**config.mk**
```make
export PLATFORM = sky130hd
export DESIGN_NAME = seg_bin2bcd
export DESIGN_NICKNAME = d
export VERILOG_FILES = /design/src/rtl/seg_pkg.sv /design/src/rtl/seg_bcd_add3.sv /design/src/rtl/seg_bin2bcd.sv
export SDC_FILE = /design/constraint.sdc
export NUM_CORES = 1
export LEC_CHECK = 0
export ABC_AREA = 1
export CORE_MARGIN = 8
export CORE_UTILIZATION = 45
export CTS_CLUSTER_DIAMETER = 150
export DETAILED_ROUTE_END_ITERATION = 8
export GPL_TIMING_DRIVEN = 0
export HOLD_SLACK_MARGIN = 0.08
export PLACE_DENSITY = 0.67
export RECOVER_POWER = 50
export SLEW_MARGIN = 40
export SYNTH_ARGS = -nofsm -noshare
export SYNTH_HDL_FRONTEND = slang
export SYNTH_SLANG_ARGS = --single-unit
```
**constraint.sdc**
```tcl
create_clock -name sclk -period 1.6 [get_ports sclk]
set_input_delay 0.4 -clock sclk [delete_from_list [all_inputs] [get_ports sclk]]
set_output_delay 0.4 -clock sclk [all_outputs]
set_load 0.03 [all_outputs]
```
**src/rtl/seg_pkg.sv**
```systemverilog
// Shared definitions for the seven-segment display path: digit codes, converter FSM
// encodings and segment patterns used by both the converter and the scan driver.
package seg_pkg;

    localparam int BCD_W = 4;

    // Code the scan driver renders as all segments off
    localparam logic [BCD_W-1:0] DIGIT_BLANK = 4'hF;

    typedef enum logic [1:0] {
        IDLE  = 2'd0,
        SHIFT = 2'd1,
        DONE  = 2'd2
    } seg_state_t;

    // Active-high segment patterns, bit order {dp, g, f, e, d, c, b, a}
    localparam logic [7:0] SEG_NUM0 = 8'h3F;
    localparam logic [7:0] SEG_NUM1 = 8'h06;
    localparam logic [7:0] SEG_NUM2 = 8'h5B;
    localparam logic [7:0] SEG_NUM3 = 8'h4F;
    localparam logic [7:0] SEG_NUM4 = 8'h66;
    localparam logic [7:0] SEG_NUM5 = 8'h6D;
    localparam logic [7:0] SEG_NUM6 = 8'h7D;
    localparam logic [7:0] SEG_NUM7 = 8'h07;
    localparam logic [7:0] SEG_NUM8 = 8'h7F;
    localparam logic [7:0] SEG_NUM9 = 8'h6F;
    localparam logic [7:0] SEG_NONE = 8'h00;

endpackage

```
**src/rtl/seg_bcd_add3.sv**
```systemverilog
// Single-digit double-dabble correction: add 3 to a BCD digit of 5 or more so the
// following left shift carries correctly into the next decimal position.
module seg_bcd_add3
    import seg_pkg::*;
(
    input  logic [BCD_W-1:0] i_digit,
    output logic [BCD_W-1:0] o_digit
);

    assign o_digit = (i_digit >= BCD_W'(5)) ? i_digit + BCD_W'(3) : i_digit;

endmodule

```
**src/rtl/seg_bin2bcd.sv**
```systemverilog
// Sequential shift-add-3 binary-to-BCD converter feeding the dynamic scan driver.
// Optional macro SEG_LEAD_ZERO_BLANK_EN blanks leading zero digits (digit 0 always shown).
module seg_bin2bcd
    import seg_pkg::*;
#(
    parameter int BIN_W   = 14,
    parameter int DIG_N   = 4,
    parameter int MAX_VAL = 9999
)
(
    input  logic                   sclk,
    input  logic                   s_rst_n,
    input  logic                   start,
    input  logic [BIN_W-1:0]       bin_in,
    output logic                   busy,
    output logic                   done,
    output logic [BCD_W*DIG_N-1:0] bcd_out,
    output logic                   ovf
);

    localparam int ACC_W = BCD_W * DIG_N;
    localparam int CNT_W = $clog2(BIN_W + 1);
    localparam logic [CNT_W-1:0] LAST_SHIFT = CNT_W'(BIN_W - 1);
    localparam logic [BIN_W-1:0] MAX_BIN    = BIN_W'(MAX_VAL);

    seg_state_t       r_state;
    logic [BIN_W-1:0] r_sreg;
    logic [ACC_W-1:0] r_acc;
    logic [CNT_W-1:0] r_cnt;
    logic             r_ovf_pend;

    logic [ACC_W-1:0] w_adj;
    logic [ACC_W-1:0] w_result;

    genvar g;
    generate
        for (g = 0; g < DIG_N; g++) begin : g_add3
            seg_bcd_add3 u_add3 (
                .i_digit (r_acc[g*BCD_W +: BCD_W]),
                .o_digit (w_adj[g*BCD_W +: BCD_W])
            );
        end
    endgenerate

    // Final display value: overflow blanks everything, otherwise optional leading-zero blanking
    always_comb begin
        w_result = r_acc;
`ifdef SEG_LEAD_ZERO_BLANK_EN
        begin : blk_lead
            logic w_lead;
            w_lead = 1'b1;
            for (int i = DIG_N - 1; i > 0; i--) begin
                if (w_lead && (r_acc[i*BCD_W +: BCD_W] == '0))
                    w_result[i*BCD_W +: BCD_W] = DIGIT_BLANK;
                else
                    w_lead = 1'b0;
            end
        end
`endif
        if (r_ovf_pend)
            w_result = {DIG_N{DIGIT_BLANK}};
    end

    always_ff @(posedge sclk or negedge s_rst_n) begin
        if (!s_rst_n) begin
            r_state    <= IDLE;
            r_sreg     <= '0;
            r_acc      <= '0;
            r_cnt      <= '0;
            r_ovf_pend <= 1'b0;
            busy       <= 1'b0;
            done       <= 1'b0;
            bcd_out    <= '0;
            ovf        <= 1'b0;
        end else begin
            done <= 1'b0;
            case (r_state)
                IDLE: begin
                    if (start) begin
                        r_sreg     <= bin_in;
                        r_acc      <= '0;
                        r_cnt      <= '0;
                        r_ovf_pend <= (bin_in > MAX_BIN);
                        busy       <= 1'b1;
                        r_state    <= SHIFT;
                    end
                end
                SHIFT: begin
                    // Correct every digit, then shift the next binary MSB into the units digit
                    r_acc  <= {w_adj[ACC_W-2:0], r_sreg[BIN_W-1]};
                    r_sreg <= {r_sreg[BIN_W-2:0], 1'b0};
                    r_cnt  <= r_cnt + CNT_W'(1);
                    if (r_cnt == LAST_SHIFT)
                        r_state <= DONE;
                end
                DONE: begin
                    bcd_out <= w_result;
                    ovf     <= r_ovf_pend;
                    done    <= 1'b1;
                    busy    <= 1'b0;
                    r_state <= IDLE;
                end
                default: begin
                    busy    <= 1'b0;
                    r_state <= IDLE;
                end
            endcase
        end
    end

endmodule

```
; ---- Yosys cells after proc, flatten, opt, wreduce, memory -nomap -nowiden
; Index checks and enable logic that the tools add are counted.
[op_classes]
n_lt_le_gt_ge = 5
bitwise_logic = 1
n_mux = 17
reduce_logical = 6
addsub = 5
eq_ne = 5
[op_table]
columns = cell, count
row1 = $mux W16, 2
row2 = $pmux W16 S2, 1
row3 = $pmux W14 S2, 1
row4 = $ge A4 B3 Y1 const B, 4
row5 = $mux W4, 4
row6 = $gt A14 B14 Y1 const B, 1
row7 = $mux W14, 1
row8 = $add A4 B2 Y4 const B, 3
row9 = $pmux W4 S2, 1
row10 = $reduce_and A2 Y1, 4
row11 = $add A4 B1 Y4 const B, 1
row12 = $eq A4 B4 Y1 const B, 1
row13 = $mux W2, 2
row14 = $ne A2 B2 Y1 const B, 2
row15 = $pmux W2 S2, 1
row16 = $add A3 B2 Y3 const B, 1
row17 = $mux W3, 1
row18 = $eq A2 B1 Y1 const B, 1
row19 = $eq A2 B2 Y1 const B, 1
row20 = $logic_not A2 Y1, 1
row21 = $mux W1, 2
row22 = $pmux W1 S2, 1
row23 = $reduce_bool A2 Y1, 1
row24 = $not A1 Y1, 1
[totals]
output_inout_bits = 19
word_cells = 48
inputBits = 17
regBits = 56

; ---- Logic depth before layout (Yosys ltp)
; Gate-level depths: netlist (run 1).
[depth]
depth_word = 3
mapped_depth = 8
depth_no_buf = 8

; ---- By module
; Synthesis (run 1) repeated with hierarchy kept, for this count alone.
[hier_totals]
hier_cells = 363
area_unflattened_um2 = 2867.8
[by_module_without_submodules]
columns = module, n_inst, seq_area_each_um2, cells_each, area_each_um2
row1 = seg_bin2bcd, 1, 1401.3, 271, 2327.2
row2 = seg_bcd_add3, 4, 0.0, 23, 135.1

; ---- Worst setup path after synthesis (run 1)
; Ideal clock, no wire load.
[synth_timing]
kind = reg2reg
start = register r_acc[0]
end = register r_acc[4]
setup_time_ns = 0.124
t_arrival_ns = 1.035
setup_slack_ns = 0.442
stages_incl_launch_ff = 8
period_less_slack_ns = 1.158
required_ns = 1.476
path_buffers = 0
path_cell_list = dfrtp_1 inv_1 ha_1 inv_1 nand2_1 nand3_1 nand2_1 o21bai_1
[synth_between]
elab_chain_len = 3
elab_cells_between_ends = 4
classes_between = add/sub (1) / order compare (1) / mux (2)
[synth_rtl]
columns = item, line_no
row1 = start: declaration, seg_bin2bcd.sv:28  ; logic [ACC_W-1:0] r_acc;
row2 = start signal: assignment, seg_bin2bcd.sv:90  ; r_acc <= {w_adj[ACC_W-2:0], r_sreg[BIN_W-1]};
row3 = $add A4 B2 Y4 or $ge A4 B3 Y1 (tied branches), seg_bcd_add3.sv:10  ; assign o_digit = (i_digit >= BCD_W'(5)) ? i_digit + BCD_W'(3) : i_digit;
row4 = $mux W4 *, seg_bcd_add3.sv:10
row5 = $pmux W16 S2 *, seg_bin2bcd.sv:77  ; case (r_state)
; Every way passes the cells marked *; elsewhere a longest branch is shown, timed or not.
; A chain may end at the register's enable or synchronous reset.

; ---- Worst setup path in the final report (run 1)
[layout_timing]
start = register busy
end = output port busy
[layout_lines]
columns = item, line_no
row1 = start: declaration, seg_bin2bcd.sv:15  ; output logic busy,
row2 = start signal: assignment, seg_bin2bcd.sv:71  ; busy <= 1'b0;
row3 = start signal: assignment, seg_bin2bcd.sv:84  ; busy <= 1'b1;
row4 = start signal: assignment, seg_bin2bcd.sv:100  ; busy <= 1'b0;
; No word-level cell between the ends.

==> qor.yml, run 1 <==
worstMarginPinSlew_ns: 0.575
synth_top_area_share: 0.494
worstPathCellList: "dlygate4sd2_1"
tritoncts: "yes"
synthCells: 332
cts_max_level: 2
path_delay_family: "buffers and inverters"
yosysSeqAreaShare: 0.494
syn-cell-area_um2: 2830
first_pass_iters: 4
fin_area_um2: 3350
clkTransAtPathRegs_ns: 0.10
timing.rr.start: "r_state[0]$_DFFE_PN0P_"
synth_top_family_by_area: "simple AND/OR/NAND/NOR gates"
port_buffers: 35
postRouteAntennaNets: 0
clock-sinks: 56
placed_area_um2: 3300
place_ws_ns: -0.104
slew_headroom: 0.617
layout-drive-gt1-share: 0.106
rows: 29
min_path_type: "primary input to asynchronous set/reset pin"
synth.most_common_cell: "nand2_1"
wl_per_cell_um: 12.4
yosysTopAreaCell: "dfrtp_1"
crit_start: "busy$_DFFE_PN0P_"
synth_nets: 359
cp.required_ns: 1.20
cts-root-buf: "clkbuf_8"
peakVddDrop_uv: 842
vias: 2237
n_fill_cell: 604
final_core_util: 0.540
gp_routability_congestion: 0.807
yosys.area_share.simple: 0.223
r2r_slack_ns: 0.23
die_h_um: 95.4
postSynth.asyncResetShare: 1.00
fmax_mhz: 679
hold_viol: 0
num_io_pins: 36
setup_violations: 0
fin_skew_ns: 0.0106
grt_pass1_vias: 2236
antenna_found_initial: 0
detail_route.vias_per_cell: 4.94
numCtsBuffers: 5
grt_pass1_wl_um: 10000
syn_area_per_cell_um2: 8.54
synth_seq_cells: 56
crit_type: "register to primary output"
dieArea_um2: 9090
yosys-top-cells-area: "dfrtp_1 49%, nand2_1 12%, o21ai_2 5.3%"
status: "completed"
grt_overflow: 0
grt.total_usage: 0.136
synth_fa_ha_area_frac: 0.0442
synthFlopType: "dfrtp_1"
holdWs_ns: 0.466
finalCriticalPeriod_ns: 1.47
yosysUniqueCellTypes: 20
worst_ep_arrival_time_ns: 1.07
finalCritPeriodShare: 0.921
diodes: 0
drt_wl_total_um: 5600
cp-start-kind: "register"
synth_compound_area_frac: 0.139
initial_utilization: 0.457
layout_setup_ws_ns: 0.126
p_per_area_nw_per_um2: 1850
cp_num_buf_inv: 1
power_mw: 6.20
nNetsFinal: 403
grt_max_degree: 43
rsz0062_at_grt: "false"
areaGrowthSynthToFinish_pct: 18.3
cp_max_fo: 2
synth_common_cells: "89 x nand2_1, 56 x dfrtp_1, 39 x inv_1"
first_iter_violations: 102
clkLatencyLatePin_ns: 0.31
synth_edf_count: 0
dp_hpwl_um: 4090
drv_slew: 0
synth_xor_area_frac: 0.00309
critPathMaxStageDelay_ns: 0.40
core-area_um2: 6200
drc: 0
slowest_stage: "dlygate4sd2_1"
cts_max_path_buffers: 2
cp-end-kind: "primary output"
yosysWarnings: 0
p_leak_nw: 1.70
maxCapViolCount: 0
die_width_um: 95.4
synthMuxAreaShare: 0
state kept, by name, indices dropped and copies added (netlist names):
register and cells:
r_sreg 14, r_cnt 4, bcd_out 16, ovf 1
busy 1, r_ovf_pend 1, done 1, r_acc 16
r_state 2
metal layers:
layer,part of all wire,up-vias,global-route usage
li1,-,1150,-
met1,0.49,1034,0.183
met2,0.44,47,0.216
met3,0.065,6,0.0331
met4,0.010,0,0.0312
met5,0,-,0
per-stage QoR:
step           cells  TNS, ns
2_1_floorplan    332        0
3_3_place_gp     444   -93.04
3_5_place_dp     445    -1.25
4_1_cts          453        0
5_1_grt          453        0
6_report         453        0
cell type report:
class | count | area (um2) | share of cell area
Timing Repair Buffer | 37 | 342 | 0.102
Tap cell | 77 | 96.3 | 0.0287
Buffer | 10 | 109 | 0.0325
Multi-Input combinational cell | 222 | 1140 | 0.341
Sequential cell | 56 | 1400 | 0.418
Inverter | 44 | 165 | 0.0493
Clock buffer | 7 | 96.3 | 0.0287
where the power goes:
| group | switching (mW) | internal, mW |
|---|---|---|
| registers | 0.345 | 1.97 |
| clock network | 0.438 | 0.387 |
| logic | 1.90 | 1.15 |
| total | 2.69 | 3.51 |
timing repair:
action | 4_1_cts | 5_1_grt
hold buffers | 1 | 0
setup endpoints to repair | 19 | 0
resized for setup | 19 | 0
buffers inserted | 0 | 0
hold endpoints to repair | 14 | 0
final timing paths:
kind                                          end  depth (start not counted)
setup / recovery                             busy                          1
hold / removal               r_cnt[1]$_DFFE_PN0P_                          2
setup reg to reg           bcd_out[6]$_DFFE_PN0P_                          6
hold reg to reg                  busy$_DFFE_PN0P_                          1
max in group asynchronous   r_sreg[3]$_DFFE_PN0P_                          3
min in group sclk                busy$_DFFE_PN0P_                          1
placed cells by master, fill, tap and decap left out:
cell and n:
o22ai_1 1, clkbuf_4 1, xnor2_1 1, nor2_4 1
a21oi_1 18, inv_1 42, clkbuf_8 7, nand4_1 8
o21ai_4 1, dlygate4sd2_1 19, nand3_1 23, o21ai_0 19
nor2_1 26, ha_1 10, buf_6 9, o21ai_1 3
o21bai_1 3, clkdlybuf4s50_1 15, buf_4 2, dfrtp_1 56
o21ai_2 17, nand2_1 91, inv_2 2, dlygate4sd3_1 1
cell families (layout without fill, tap and decap cells):
kind of cell,Yosys count,in the layout
xor+xnor,1,1
simple gates,149,149
compound gates,62,62
fa+ha+maj,10,10
flops,56,56
buf+inv,54,98
(Power assumes the default switching activity.)
==> run 2, diff against run 1 <==
--- a/config.mk
+++ b/config.mk
@@ -8,6 +8,7 @@
 export ABC_AREA = 1
 export CORE_MARGIN = 8
 export CORE_UTILIZATION = 45
+export CTS_BUF_LIST = sky130_fd_sc_hd__clkbuf_2
 export CTS_CLUSTER_DIAMETER = 150
 export DETAILED_ROUTE_END_ITERATION = 8
 export GPL_TIMING_DRIVEN = 0
==> run 2 against run 1 <==
Non-clock buffer count up 4. Highest routed layer unchanged. Sequential cell count unchanged. Clock power down 38%. Critical path type unchanged. Core utilization down 1.0 points. Final cell count up 0.88%. Largest cell class unchanged. Critical path depth unchanged. Register-to-register slack worse by 0.04 ns.
==> qor.yml, run 2 (same netlist as run 1, synthesis figures left out) <==
slew_headroom: 0.439  # -0.178
grt_pass1_wl_um: 10100  # +0.55%
layout_commonest_cell: "nand2_1"
worstPathCellList: "clkdlybuf4s15_2"
gp_routability_congestion: 0.807  # unchanged
clock-sinks: 56  # unchanged
vias: 2249  # +0.54%
crit_start: "busy$_DFFE_PN0P_"
peakVddDrop_uv: 841  # -0.18%
cts_max_level: 2  # unchanged
diodes: 0  # unchanged
areaGrowthSynthToFinish_pct: 16.1
path_delay_family: "flip-flops"
cts_max_path_buffers: 2  # unchanged
r2r-end: "bcd_out[6]$_DFFE_PN0P_"
initial_utilization: 0.457  # unchanged
dp_hpwl_um: 4090  # unchanged
rr_worst_depth: 6  # unchanged
tritoncts: "yes"
dp_cells: 445  # unchanged
hp-start: "r_state[1]$_DFFE_PN0P_"
layout_setup_ws_ns: 0.0182  # -0.108 ns
cp_num_buf_inv: 1  # unchanged
drc: 0  # unchanged
fin_skew_ns: 0.0338  # +0.0231 ns
final_cell_mix: "91 x nand2_1, 56 x dfrtp_1, 42 x inv_1"
clkTransAtPathRegs_ns: 0.28  # +0.18 ns
r2r_slack_ns: 0.19  # -0.04 ns
worst_ep_arrival_time_ns: 1.18  # +0.11 ns
num_io_pins: 36  # unchanged
placed_area_um2: 3300  # unchanged
first_iter_violations: 104  # +2.0%
fin_area_um2: 3290  # -1.9%
dieArea_um2: 9090  # unchanged
top_usage_layer: "met2"
p_switching_mw: 2.68  # -0.15%
grtUsageMet2: 0.220  # +0.00403
p_int_mw: 3.23  # -8.1%
nNetsFinal: 407  # +0.99%
grt_overflow: 0  # unchanged
clkLatencyLatePin_ns: 0.45  # +0.14 ns
holdWs_ns: 0.479  # +0.0133 ns
rows: 29  # unchanged
cp-start-kind: "register"
fin_setup_tns_ns: 0  # unchanged
p_clk_frac: 0.087  # -0.046
combPwrFrac: 0.522  # +0.029
switching_share: 0.454  # +0.0204
antenna_found_initial: 0  # unchanged
die_width_um: 95.4  # unchanged
fmax_mhz: 632  # -6.8%
first_pass_iters: 4  # unchanged
met1_usage: 0.182  # -0.00105
min_path_cells: 1
crit_type: "register to primary output"
grt_pass1_vias: 2250  # +0.63%
maxCapViolCount: 0  # unchanged
p_leak_nw: 1.66  # -2.3%
n_fill_cell: 610  # +0.99%
grt_max_degree: 43  # unchanged
cts-root-buf: "clkbuf_2"
final_core_util: 0.530  # -0.0101
hold_viol: 0  # unchanged
cp.required_ns: 1.20  # about the same
drt_wl_total_um: 5680  # +1.3%
finalCritPeriodShare: 0.989  # +0.0677
layout-drive-gt1-share: 0.155  # +0.0489
core-area_um2: 6200  # unchanged
worstMarginPinSlew_ns: 0.841  # +0.266 ns
cp-end-kind: "primary output"
grt_use_met3: 0.0299  # -0.00315
postRouteAntennaNets: 0  # unchanged
finalCriticalPeriod_ns: 1.58  # +0.108 ns
cp_max_fo: 2  # unchanged
final_cells: 457  # +0.88%
status: "completed"
port_buffers: 35  # unchanged
wl_per_cell_um: 12.4  # +0.38%
timing.rr.start: "r_state[0]$_DFFE_PN0P_"
rsz0062_at_grt: "true"
grt.total_usage: 0.136  # +0.000143
detail_route.vias_per_cell: 4.92  # -0.34%
die_h_um: 95.4  # unchanged
numCtsBuffers: 5  # unchanged
reg.largest.list: "bcd_out: 16 flops, r_acc: 16 flops, r_sreg: 14 flops"
drv_slew: 0  # unchanged
power_mw: 5.91  # -4.6%
critPathMaxStageDelay_ns: 0.45  # +0.05 ns
p_per_area_nw_per_um2: 1800  # -2.8%
min_path_type: "register to register"
slowest_stage: "dfrtp_1"
hold_end: "busy$_DFFE_PN0P_"
place_ws_ns: -0.104  # unchanged
seqPwrFrac: 0.391  # +0.017
setup_violations: 0  # unchanged
-- run 2: layout make-up --
class | count | area, um2 | share of cell area
flip-flops and latches | 56 | 1400 | 0.426
multi-input cells | 222 | 1140 | 0.348
repair buffers | 41 | 350 | 0.106
inverters | 44 | 165 | 0.0502
plain buffers | 10 | 101 | 0.0308
well taps | 77 | 96.3 | 0.0293
clock buffers | 5 | 25.0 | 0.00760
clock inverters | 2 | 7.51 | 0.00228
-- run 2: power groups by stage --
stage                     Clock, mW  Sequential [mW]  Combinational, mW
after floorplan                   0             2.51               2.19
after global placement            0             2.34               3.12
after detailed placement          0             2.37               3.19
after CTS                     0.529             2.33               3.18
after global routing          0.577             2.39               3.60
final                         0.513             2.31               3.09
-- run 2: how the worst max path moves through the flow --
stage,endpoint,slack (ns),cells after the start
floorplan,r_acc[4]$_DFFE_PN0P_,0.44,7
global placement,r_sreg[5]$_DFFE_PN0P_,-1.64,1
detailed placement,r_sreg[11]$_DFFE_PN0P_,-0.10,6
CTS,done,0.0004,1
global route,busy,-0.05,1
finish,busy,0.02,1
-- run 2: metal layers --
layer	wire length, um	part of all wire
met1	2860	0.50
met3	272	0.048
met4	53	0.0093
met2	2490	0.44
met5	0	0
-- run 2: timing repair --
item | CTS | global route
gates cloned | 0 | 0
pin swaps | 0 | 0
resized for setup | 56 | 21
hold buffers | 1 | 0
endpoints found under the setup margin | 19 | 14
endpoints found under the hold margin | 56 | 0
buffers inserted | 0 | 4
